==> src/rtl/mem_ctrl_pkg.sv <==
// mem_ctrl_pkg: shared types and constants for the memory controller.
//   - state_e       : controller FSM states
//   - *_DEFAULT     : default parameter values for mem_ctrl
//   - OP_READ/WRITE : encoding of the latched operation bit
package mem_ctrl_pkg;

    localparam int unsigned ADDR_W_DEFAULT = 9;
    localparam int unsigned DATA_W_DEFAULT = 32;
    localparam int unsigned DEPTH_DEFAULT  = 512;

    localparam logic OP_READ  = 1'b0;
    localparam logic OP_WRITE = 1'b1;

    typedef enum logic [1:0] {
        StIdle,
        StAccess,
        StCapture,
        StDone
    } state_e;

endpackage

==> src/rtl/mdr_reg.sv <==
// mdr_reg: memory data register.
// Ports:
//   clk, clr      - clock, synchronous active-high clear
//   load_wdata_i  - load q_o from wdata_i (takes priority)
//   load_rdata_i  - load q_o from ram_dout_i
//   wdata_i       - write data from the datapath
//   ram_dout_i    - read data from the RAM
//   q_o           - register contents
module mdr_reg #(
    parameter int unsigned DATA_W = 32
) (
    input  logic              clk,
    input  logic              clr,
    input  logic              load_wdata_i,
    input  logic              load_rdata_i,
    input  logic [DATA_W-1:0] wdata_i,
    input  logic [DATA_W-1:0] ram_dout_i,
    output logic [DATA_W-1:0] q_o
);

    logic [DATA_W-1:0] q_q, q_d;

    always_comb begin
        q_d = q_q;
        if (load_wdata_i) begin
            q_d = wdata_i;
        end else if (load_rdata_i) begin
            q_d = ram_dout_i;
        end
    end

    always_ff @(posedge clk) begin
        if (clr) begin
            q_q <= '0;
        end else begin
            q_q <= q_d;
        end
    end

    assign q_o = q_q;

endmodule

==> src/rtl/mem_ctrl.sv <==
// mem_ctrl: single-word read/write controller in front of a synchronous RAM
// with one-cycle registered read latency.
// Ports:
//   clk, clr           - clock, synchronous active-high reset
//   req, wr            - request strobe and direction (1 = write), sampled in idle
//   addr, wdata        - word address and write data, sampled with req
//   rdata              - MDR contents (read result while done=1)
//   busy, done, err    - status: not idle / completion pulse / out-of-range
//   ram_read/ram_write - one-cycle RAM strobes
//   ram_addr, ram_din  - MAR and MDR driven to the RAM
//   ram_dout           - RAM read data, valid the cycle after ram_read
module mem_ctrl
    import mem_ctrl_pkg::*;
#(
    parameter int unsigned ADDR_W = ADDR_W_DEFAULT,
    parameter int unsigned DATA_W = DATA_W_DEFAULT,
    parameter int unsigned DEPTH  = DEPTH_DEFAULT
) (
    input  logic              clk,
    input  logic              clr,
    input  logic              req,
    input  logic              wr,
    input  logic [ADDR_W-1:0] addr,
    input  logic [DATA_W-1:0] wdata,
    output logic [DATA_W-1:0] rdata,
    output logic              busy,
    output logic              done,
    output logic              err,
    output logic              ram_read,
    output logic              ram_write,
    output logic [ADDR_W-1:0] ram_addr,
    output logic [DATA_W-1:0] ram_din,
    input  logic [DATA_W-1:0] ram_dout
);

    state_e            state_q, state_d;
    logic [ADDR_W-1:0] mar_q, mar_d;
    logic              op_q, op_d;
    logic              err_q, err_d;
    logic              accept;
    logic              addr_oor;
    logic [DATA_W-1:0] mdr;

    assign accept = (state_q == StIdle) && req;

    // When DEPTH covers the whole address space no address can be out of range.
    if (DEPTH >= (2 ** ADDR_W)) begin : g_full_range
        assign addr_oor = 1'b0;
    end else begin : g_part_range
        localparam logic [ADDR_W-1:0] DepthLim = ADDR_W'(DEPTH);
        assign addr_oor = (addr >= DepthLim);
    end

    // State register
    always_ff @(posedge clk) begin
        if (clr) begin
            state_q <= StIdle;
        end else begin
            state_q <= state_d;
        end
    end

    // Next-state logic
    always_comb begin
        state_d = state_q;
        unique case (state_q)
            StIdle: begin
                if (req) begin
                    state_d = addr_oor ? StDone : StAccess;
                end
            end
            StAccess:  state_d = (op_q == OP_WRITE) ? StDone : StCapture;
            StCapture: state_d = StDone;
            StDone:    state_d = StIdle;
            default:   state_d = StIdle;
        endcase
    end

    // Outputs decoded from state and registered flags only
    always_comb begin
        busy      = 1'b0;
        done      = 1'b0;
        err       = 1'b0;
        ram_read  = 1'b0;
        ram_write = 1'b0;
        unique case (state_q)
            StIdle: ;
            StAccess: begin
                busy      = 1'b1;
                ram_read  = (op_q == OP_READ);
                ram_write = (op_q == OP_WRITE);
            end
            StCapture: busy = 1'b1;
            StDone: begin
                busy = 1'b1;
                done = 1'b1;
                err  = err_q;
            end
            default: ;
        endcase
    end

    // MAR, op and error flag are captured together on acceptance
    always_comb begin
        mar_d = mar_q;
        op_d  = op_q;
        err_d = err_q;
        if (accept) begin
            mar_d = addr;
            op_d  = wr;
            err_d = addr_oor;
        end
    end

    always_ff @(posedge clk) begin
        if (clr) begin
            mar_q <= '0;
            op_q  <= OP_READ;
            err_q <= 1'b0;
        end else begin
            mar_q <= mar_d;
            op_q  <= op_d;
            err_q <= err_d;
        end
    end

    // MDR takes write data on acceptance (even if the address is rejected)
    // and RAM data in CAPTURE, one cycle after the read strobe.
    mdr_reg #(
        .DATA_W(DATA_W)
    ) u_mdr (
        .clk         (clk),
        .clr         (clr),
        .load_wdata_i(accept && wr),
        .load_rdata_i(state_q == StCapture),
        .wdata_i     (wdata),
        .ram_dout_i  (ram_dout),
        .q_o         (mdr)
    );

    assign rdata    = mdr;
    assign ram_din  = mdr;
    assign ram_addr = mar_q;

endmodule

==> config.mk <==
export PLATFORM = sky130hd
export DESIGN_NAME = mem_ctrl
export DESIGN_NICKNAME = d
export VERILOG_FILES = /design/src/rtl/mem_ctrl_pkg.sv /design/src/rtl/mdr_reg.sv /design/src/rtl/mem_ctrl.sv
export SDC_FILE = /design/constraint.sdc
export NUM_CORES = 1
export LEC_CHECK = 0
export CAP_MARGIN = 20
export CORE_UTILIZATION = 35
export CTS_BUF_LIST = sky130_fd_sc_hd__clkbuf_4 sky130_fd_sc_hd__clkbuf_8
export DETAILED_ROUTE_END_ITERATION = 12
export GPL_ROUTABILITY_DRIVEN = 0
export PLACE_DENSITY_LB_ADDON = 0.1
export SLEW_MARGIN = 20
export SYNTH_ARGS = -nofsm -noshare
export SYNTH_HDL_FRONTEND = slang
export SYNTH_HIERARCHICAL = 1
export SYNTH_SLANG_ARGS = --single-unit
==> constraint.sdc <==
create_clock -name clk -period 2.2 [get_ports clk]
set_input_delay 0.33 -clock clk [delete_from_list [all_inputs] [get_ports clk]]
set_output_delay 0.33 -clock clk [all_outputs]
set_load 0.05 [all_outputs]
Word level (Yosys, flattened, before mapping)
Index checks and enable logic that the tools add are counted.

word-level totals
  bits in registers = 44
  latch bits = 0
  RAM bits = 0
  bits in read-only memories = 0
  bits of input ports = 77
  output and inout bits = 78
  memories kept = 0

operators by class
  $add $sub $neg = 0
  multiply operators = 0
  divide/modulo/power cells = 0
  magnitude comparators = 0
  equal/unequal tests = 4
  shift-type cells = 0
  multiplexer cells = 9
  bitwise logic cells = 1
  reduce and logical (&&, ||, !) cells = 5

operator list
  kind                                            number
  2-to-1 mux 32 bit                               2
  one-hot mux 2 bit (4 select lines)              1
  2-to-1 mux 1 bit                                5
  == test 2 bit (second input constant)           2
  OR reduction 3 bit                              1
  == test 2 x 1 -> 1 bit (second input constant)  1
  logical AND 1 bit                               2
  logical NOT 2 bit                               1
  2-to-1 mux 2 bit                                1
  != test 2 bit (second input constant)           1
  nonzero test 2 bit                              1
  NOT 1 bit                                       1

Depth between registers and ports, before layout
Gate-level depths: netlist of the first run.

  depth in word-level cells = 4
  depth in mapped cells = 6
  depth with buffers taken out = 5

By module
The synthesis of the first run kept the hierarchy.

modules (own cells, without submodules)
  module    times used  cells an instance  area an instance (µm²)  seq. area each (µm²)
  mdr_reg   1           142                1510.2                  640.6
  mem_ctrl  1           95                 744.5                   240.2

Least setup slack after synthesis of the first run
No wires, ideal clock.

  path kind = reg2out
  start = reg state_q[1]
  end = out ram_read
  data arrival time = 1.239 ns
  data required time = 1.870 ns
  path slack = 0.631 ns
  stages on the path, launching flop included = 4
  buffers on the path = 0
  path through = dfxtp_1 > inv_1 > ha_1 > nor2b_1

between the ends
  cells in the longest elaborated chain, start to end = 2

RTL lines
  item                    line            RTL
  start, declared         mem_ctrl.sv:36  state_e state_q, state_d;
  start signal, assigned  mem_ctrl.sv:57  state_q <= StIdle;
  start signal, assigned  mem_ctrl.sv:59  state_q <= state_d;
  == test 2 x 1 -> 1 bit  mem_ctrl.sv:86  unique case (state_q)
  2-to-1 mux 1 bit        mem_ctrl.sv:86
  end, declared           mem_ctrl.sv:29  output logic ram_read,

No other way between the ends.

Final worst setup path of the first run
  start = reg state_q[0]
  end = out done

between the ends
  cells in the longest elaborated chain, start to end = 2

RTL lines
  item              line            RTL
  == test 2 bit     mem_ctrl.sv:86
  2-to-1 mux 1 bit  mem_ctrl.sv:86
  end, declared     mem_ctrl.sv:27  output logic done,

No other way between the ends.

==> run_results.csv, run 1 <==
group,metric,value,unit
outcome,outcome,"complete, no violations",
yosys,synth_compound_area_frac,0.137,
critical_path,worstRegToRegCells,6,
finish,layout.cells.most_common_list,"149 x sky130_fd_sc_hd__clkdlybuf4s50_1, 44 x sky130_fd_sc_hd__dfxtp_1, 33 x sky130_fd_sc_hd__nor2b_1, 33 x sky130_fd_sc_hd__a211oi_1, 32 x sky130_fd_sc_hd__mux2i_1",
routing,dr_total_vias,2014,
yosys,yosysWarningCount,6,
yosys,synth_seq_cells,44,
grt,globalRoute.totalOverflow,0,
finish,layout_commonest_cell,"sky130_fd_sc_hd__clkdlybuf4s50_1",
sta,final_period_minus_worst_setup_slack,1.98,ns
critical_path,critical_setup_path_kind,"reg -> out",
job,timing.max_cap.violations,0,
critical_path,setup.worst_path.end_class,"output port",
yosys,post_synth_fa_ha_maj_area_fraction,0.0222,
routing,iteration_0_drc_count_of_the_detailed_router,47,
critical_path,critical_path.startpoint,"state_q[0]$_SDFFE_PP0P_",
yosys,synthTopCellsByArea,"sky130_fd_sc_hd__dfxtp_1 39%, sky130_fd_sc_hd__mux2i_1 14%, sky130_fd_sc_hd__a211oi_1 11%, sky130_fd_sc_hd__buf_4 11%, sky130_fd_sc_hd__nor2b_1 9.2%",
finish,post_route_cells_drive_above_1_share,0.0452,
routing,drcViolationCount,0,
placed_design,port_buffers,153,
grt,grt_first_pass_wirelength,8740,µm
sta,final-hold-violation-count,0,
routing,antenna_left,0,
sta,final_max_slew_viol_count,0,
critical_path,path_max_fanout,4,
critical_path,timing.critical_path.required,1.87,ns
clock_network,tritoncts_num_sinks,44,
critical_path,crit-reg2reg-launch,"state_q[0]$_SDFFE_PP0P_",
yosys,synth_fp_nets,318,
routing,drt_pre_antenna_iters,4,
sta,tightestPinTransition,0.535,ns
yosys,fraction_of_the_mapped_netlist_area_in_simple_logic_gates,0.140,
yosys,syn_inst,237,
finish,layout.nets,435,
sta,setup_clock_skew_after_layout,0.00516,ns
routing,wirelength,5870,µm
floorplan,die_w,82.3,µm
yosys,parity_gate_share_of_the_synthesized_area_counting_xor_and_xnor_cells,0,
clock_network,cts-root-to-sink-buffers,2,
worst_hold_path,hold_path_startpoint,"clr",
worst_hold_path,hold_path_end,"ram_addr[4]$_SDFFE_PP0P_",
yosys,synth_top_family_by_area,"buffers and inverters",
critical_path,r2r_setup_slack,0.41,ns
floorplan,fp.dieArea,0.00677,mm²
sta,relSlewSlack,0.643,
clock_network,tritoncts_clock_tree,"done",
power_and_ir_drop,pwr_density_cell,1370,mW/mm²
clock_network,ctsHtreeMaxLevel,2,
sta,finalCritPeriodShare,0.899,
floorplan,initial_core_util,0.372,
grt,grt_start_max_net_pins,38,
power_and_ir_drop,power.leakage,0.00131,µW
worst_hold_path,hold-path-cell-count,2,
yosys,synth.mux.area_fraction,0.142,
grt,vias_in_the_first_global_route,1831,
floorplan,overall_die_height,82.3,µm
yosys,netlist-cell-type-count,21,
sta,rsz0062_at_grt,"no",
critical_path,r2r-end,"u_mdr/q_o[4]$_SDFFE_PP0P_",
placed_design,pre_cts_ws,0.313,ns
grt,track_usage,0.171,
worst_hold_path,class_of_the_tightest_hold_or_removal_check,"in -> reg",
critical_path,cp_data_arrival_time,1.65,ns
yosys,library_cell_occupying_the_most_area_in_the_post_synthesis_netlist,"sky130_fd_sc_hd__dfxtp_1",
critical_path,startpoint_class,"flip-flop",
placed_design,hpwl,4170,µm
sta,fin_tns_setup,0,ns
floorplan,coreArea,0.00606,mm²
finish,relative_area_change_from_synthesis_to_final_layout,62.4,%
yosys,post_synth.cell_area_avg,9.51,µm²
sta,post-route-worst-setup-slack,0.223,ns
sta,setup_violations,0,
clock_network,clkLatencyLatePin,0.30,ns
yosys,synth.yosys.seq_area_share,0.391,
clock_network,cts.clk_slew.worst_paths,0.08,ns
clock_network,numCtsBuffers,5,
finish,fillers,555,
yosys,synth_area,0.00225,mm²
routing,wire_per_inst,13.7,µm
grt,grt_antenna_before_repair,0,
sta,timing.fmax,506,MHz
floorplan,floorplan.io_pins,155,
routing,detail_route.vias_per_cell,4.69,
finish,final_antenna_diode_count,0,
yosys,post-synth-top-area-fraction,0.391,
clock_network,root_buffer,"sky130_fd_sc_hd__clkbuf_8",
power_and_ir_drop,maximum_resistive_drop_on_vdd,0.872,mV
floorplan,std_cell_rows,28,
clock_network,post-cts-setup-buffers,0,
[routing by layer]
metal | part of all wire | track usage | vias to the layer above
met5 | 0 | 0 | -
met3 | 0.082 | 0.0473 | 7
li1 | - | - | 1007
met1 | 0.41 | 0.196 | 922
met4 | 0.013 | 0.0684 | 0
met2 | 0.50 | 0.300 | 78
[cell type report]
cell class | count | area, µm² | share of cell area
well taps | 75 | 93.8 | 0.0256
clock buffers | 7 | 96.3 | 0.0263
repair buffers | 158 | 1580 | 0.430
inverters | 4 | 15.0 | 0.00410
multi-input cells | 141 | 1000 | 0.273
flip-flops and latches | 44 | 881 | 0.241
[logic make-up (layout without fill, tap and decap cells)]
kind of cell,count (synthesis),count (layout)
AO/OA/AOI/OAI,45,45
other,1,1
flip-flops,44,44
multiplexers,32,32
AND/OR/NAND/NOR,59,59
buffers and inverters,52,169
adder cells (fa/ha/maj),4,4
[synth_stat cells, drive strengths merged]
| cell type | instances |
|---|---|
| and3 | 1 |
| nor2b | 33 |
| nor2 | 2 |
| and2 | 2 |
| o21ai | 1 |
| dfxtp | 44 |
| conb | 1 |
| a21oi | 11 |
| inv | 4 |
| mux2i | 32 |
| ha | 4 |
| nor3 | 1 |
| clkbuf | 10 |
| buf | 38 |
| a211oi | 33 |
| nand2 | 19 |
| or3 | 1 |
[flip-flops by register name, indices dropped and copies added, names as in the netlist]
name	count
u_mdr/q_o	32
ram_addr	9
state_q	2
op_q	1
[worst max path at each step]
stage                     slack [ns]  cells after the start                          to
final                           0.22                      2                        done
after global routing            0.15                      2                        done
after CTS                      0.001                      4                    ram_read
after detailed placement        0.31                      5  u_mdr/q_o[19]$_SDFFE_PP0P_
after global placement          0.35                      5   u_mdr/q_o[3]$_SDFFE_PP0P_
after floorplan                 0.63                      3                    ram_read
[power breakdown]
group	leakage [µW]	switching (µW)	internal [µW]	total, µW
combinational	0.000896	2100	1180	3280
sequential	0.000362	167	1030	1200
clock	0.0000503	271	280	551
total	0.00131	2540	2500	5030
[stage by stage]
stage | util | instance area (µm²) | instances | hold slack [ns] | total power [µW]
after floorplan | - | 2250 | 237 | 0.399 | 3750
after global placement | 0.588 | 3560 | 422 | 0.442 | 4500
after detailed placement | 0.588 | 3560 | 422 | 0.449 | 4520
after CTS | 0.604 | 3660 | 429 | 0.283 | 5090
after global routing | 0.604 | 3660 | 429 | 0.297 | 5290
final | 0.604 | 3660 | 429 | 0.295 | 5030
[repair_timing]
action / in CTS / in global routing
setup endpoints to repair: 1 / 1
resized for setup: 1 / 1
hold buffers: 0 / 0
pin swaps: 0 / 0
[critical path, stage by stage, from the launching register on]
cell	delay, ns
sky130_fd_sc_hd__dfxtp_1	0.39
sky130_fd_sc_hd__ha_1	0.16
sky130_fd_sc_hd__clkdlybuf4s50_1	0.81
No activity file was read; power rests on OpenSTA's default activity.
==> run 2, diff against run 1 <==
- GPL_ROUTABILITY_DRIVEN: 0 -> unset
==> results of run 2 <==
Same layout as run 1: the final DEF is identical, and so are final timing and power.
==> run 3, diff against run 2 <==
- CELL_PAD_IN_SITES_DETAIL_PLACEMENT: unset -> 1
- CELL_PAD_IN_SITES_GLOBAL_PLACEMENT: unset -> 1
- CORE_UTILIZATION: 35 -> 25
==> run 3 against run 2 <==
  * Core utilization decreased by 18 points
  * Clock skew decreased by 0.0027 ns
  * Largest cell class unchanged
  * Design area increased by 0.89%
==> run_results.csv, run 3 (synthesis gave the netlist of run 1 again) <==
group,metric,value,unit
outcome,outcome,"complete, no violations",
sta,timing.fmax,505,MHz
routing,detail_route.vias_per_cell,4.51,
finish,post_route_cells_drive_above_1_share,0.0506,
critical_path,timing.critical_path.required,1.87,ns
sta,final-hold-violation-count,0,
floorplan,coreArea,0.00872,mm²
power_and_ir_drop,fin_total_pwr,5030,µW
grt,grt_first_pass_wirelength,11000,µm
critical_path,cp-endpoint,"done",
grt,grt_util_met3,0.0462,
placed_design,port_buffers,153,
routing,iteration_0_drc_count_of_the_detailed_router,21,
sta,setup_clock_skew_after_layout,0.00245,ns
critical_path,critical_setup_path_kind,"reg -> out",
critical_path,setup.worst_path.end_class,"output port",
finish,largest_register_ff_count,32,
routing,wire_per_inst,15.0,µm
placed_design,gpl.final_weighted_congestion,0.689,
sta,relSlewSlack,0.643,
finish,layout.nets,437,
sta,setup_violations,0,
grt,busiest_layer,"met2",
routing,dr_total_vias,2091,
floorplan,overall_die_height,97.0,µm
clock_network,post_cts_resized,0,
placed_design,dpl_cell_area,0.00361,mm²
floorplan,initial_core_util,0.259,
critical_path,crit_path_max_incr_delay,0.80,ns
finish,final_design_area_no_fill,0.00369,mm²
sta,tightestPinTransition,0.534,ns
routing,wirelength,6980,µm
placed_design,hpwl,4990,µm
sta,rsz0062_at_grt,"no",
grt,groute.layer.met1.usage,0.176,
critical_path,crit_path_top_delay_cell,"sky130_fd_sc_hd__clkdlybuf4s50_1",
sta,fin_tns_setup,0,ns
sta,finalCritPeriodShare,0.901,
grt,grt_antenna_before_repair,0,
clock_network,tritoncts_num_sinks,44,
grt,met2_layer_usage_reported_by_global_route,0.254,
clock_network,cts-root-to-sink-buffers,2,
worst_hold_path,class_of_the_tightest_hold_or_removal_check,"reg -> reg",
critical_path,r2r_setup_slack,0.57,ns
power_and_ir_drop,maximum_resistive_drop_on_vdd,0.458,mV
clock_network,cts_hold_repair.buffers,0,
critical_path,worstRegToRegCells,6,
routing,drcViolationCount,0,
critical_path,r2r-end,"u_mdr/q_o[3]$_SDFFE_PP0P_",
clock_network,ctsHtreeMaxLevel,2,
finish,fillers,1021,
finish,layout.cells.most_common_list,"149 x sky130_fd_sc_hd__clkdlybuf4s50_1, 44 x sky130_fd_sc_hd__dfxtp_1, 33 x sky130_fd_sc_hd__nor2b_1, 33 x sky130_fd_sc_hd__a211oi_1, 32 x sky130_fd_sc_hd__mux2i_1",
critical_path,crit_chain,"ha_1 > clkdlybuf4s50_1",
grt,vias_in_the_first_global_route,2155,
sta,final_period_minus_worst_setup_slack,1.98,ns
floorplan,std_cell_rows,34,
grt,track_usage,0.147,
power_and_ir_drop,pwr_density_cell,1360,mW/mm²
floorplan,floorplan.io_pins,155,
clock_network,post-cts-setup-buffers,0,
clock_network,numCtsBuffers,5,
finish,layout_commonest_cell,"sky130_fd_sc_hd__clkdlybuf4s50_1",
critical_path,crit-reg2reg-launch,"state_q[0]$_SDFFE_PP0P_",
floorplan,fp.dieArea,0.00940,mm²
power_and_ir_drop,power.leakage,0.00132,µW
finish,final_antenna_diode_count,0,
routing,antenna_left,0,
critical_path,path_max_fanout,4,
clock_network,clkLatencyLatePin,0.29,ns
clock_network,tritoncts_clock_tree,"done",
sta,final_max_slew_viol_count,0,
finish,relative_area_change_from_synthesis_to_final_layout,63.8,%
grt,grt_start_max_net_pins,45,
routing,drt_pre_antenna_iters,4,
clock_network,root_buffer,"sky130_fd_sc_hd__clkbuf_8",
clock_network,cts.clk_slew.worst_paths,0.08,ns
grt,globalRoute.totalOverflow,0,
job,timing.max_cap.violations,0,
critical_path,critical_path.startpoint,"state_q[0]$_SDFFE_PP0P_",
floorplan,die_w,97.0,µm
critical_path,cp_data_arrival_time,1.65,ns
critical_path,startpoint_class,"flip-flop",
-- run 3: cell types whose count changed in the layout (fill, tap and decap cells not counted), sizes merged --
cell and change:
dlymetal6s2s +1, clkinv +1, buf +2, clkbuf -1, dlygate4sd2 -1
-- run 3: worst min path at each step --
| stage | startpoint | to | slack, ns | cells after the start |
|---|---|---|---|---|
| 2_1_floorplan | clr | ram_addr[8]$_SDFFE_PP0P_ | 0.40 | 1 |
| 3_3_place_gp | ram_addr[4]$_SDFFE_PP0P_ | ram_addr[4]$_SDFFE_PP0P_ | 0.44 | 2 |
| 3_5_place_dp | ram_addr[2]$_SDFFE_PP0P_ | ram_addr[2]$_SDFFE_PP0P_ | 0.45 | 2 |
| 4_1_cts | ram_addr[2]$_SDFFE_PP0P_ | ram_addr[2]$_SDFFE_PP0P_ | 0.46 | 2 |
| 5_1_grt | ram_addr[5]$_SDFFE_PP0P_ | ram_addr[5]$_SDFFE_PP0P_ | 0.50 | 2 |
| 6_report | ram_addr[2]$_SDFFE_PP0P_ | ram_addr[2]$_SDFFE_PP0P_ | 0.46 | 2 |
-- run 3: report_power, final --
group / total [µW] / switching [µW] / leakage, µW / internal, µW
sequential: 1210 / 174 / 0.000362 / 1030
clock: 503 / 274 / 0.0000445 / 229
combinational: 3320 / 2140 / 0.000914 / 1190
total: 5030 / 2590 / 0.00132 / 2450
-- run 3: critical path, delay by kind of cell (launching register included) --
kind                       cells  cell delay, ns
adders and majority gates      1            0.18
DFF                            1            0.39
buffers and inverters          1            0.80
-- run 3: layout make-up --
cell class              instances  area, µm²  share of cell area
repair buffers                160       1580               0.428
multi-input cells             141       1000               0.271
flip-flops and latches         44        881               0.238
well taps                     108        135              0.0366
clock buffers                   6       76.3              0.0207
inverters                       4       15.0             0.00407
clock inverters                 1       5.00             0.00136
-- run 3: layer usage --
| layer | vias to the layer above | wire length [µm] |
|---|---|---|
| met1 | 988 | 3040 |
| met5 | - | 0 |
| met4 | 0 | 58 |
| met2 | 86 | 3380 |
| met3 | 4 | 505 |
| li1 | 1013 | - |
-- run 3: per-stage QoR --
stage	std cells	setup WS, ns	hold slack, ns	util
3_3_place_gp	457	0.384	0.441	0.414
4_1_cts	464	0.0284	0.462	0.423
6_report	464	0.218	0.459	0.424
3_5_place_dp	457	0.364	0.449	0.414
2_1_floorplan	237	0.631	0.399	-
5_1_grt	464	0.147	0.496	0.424
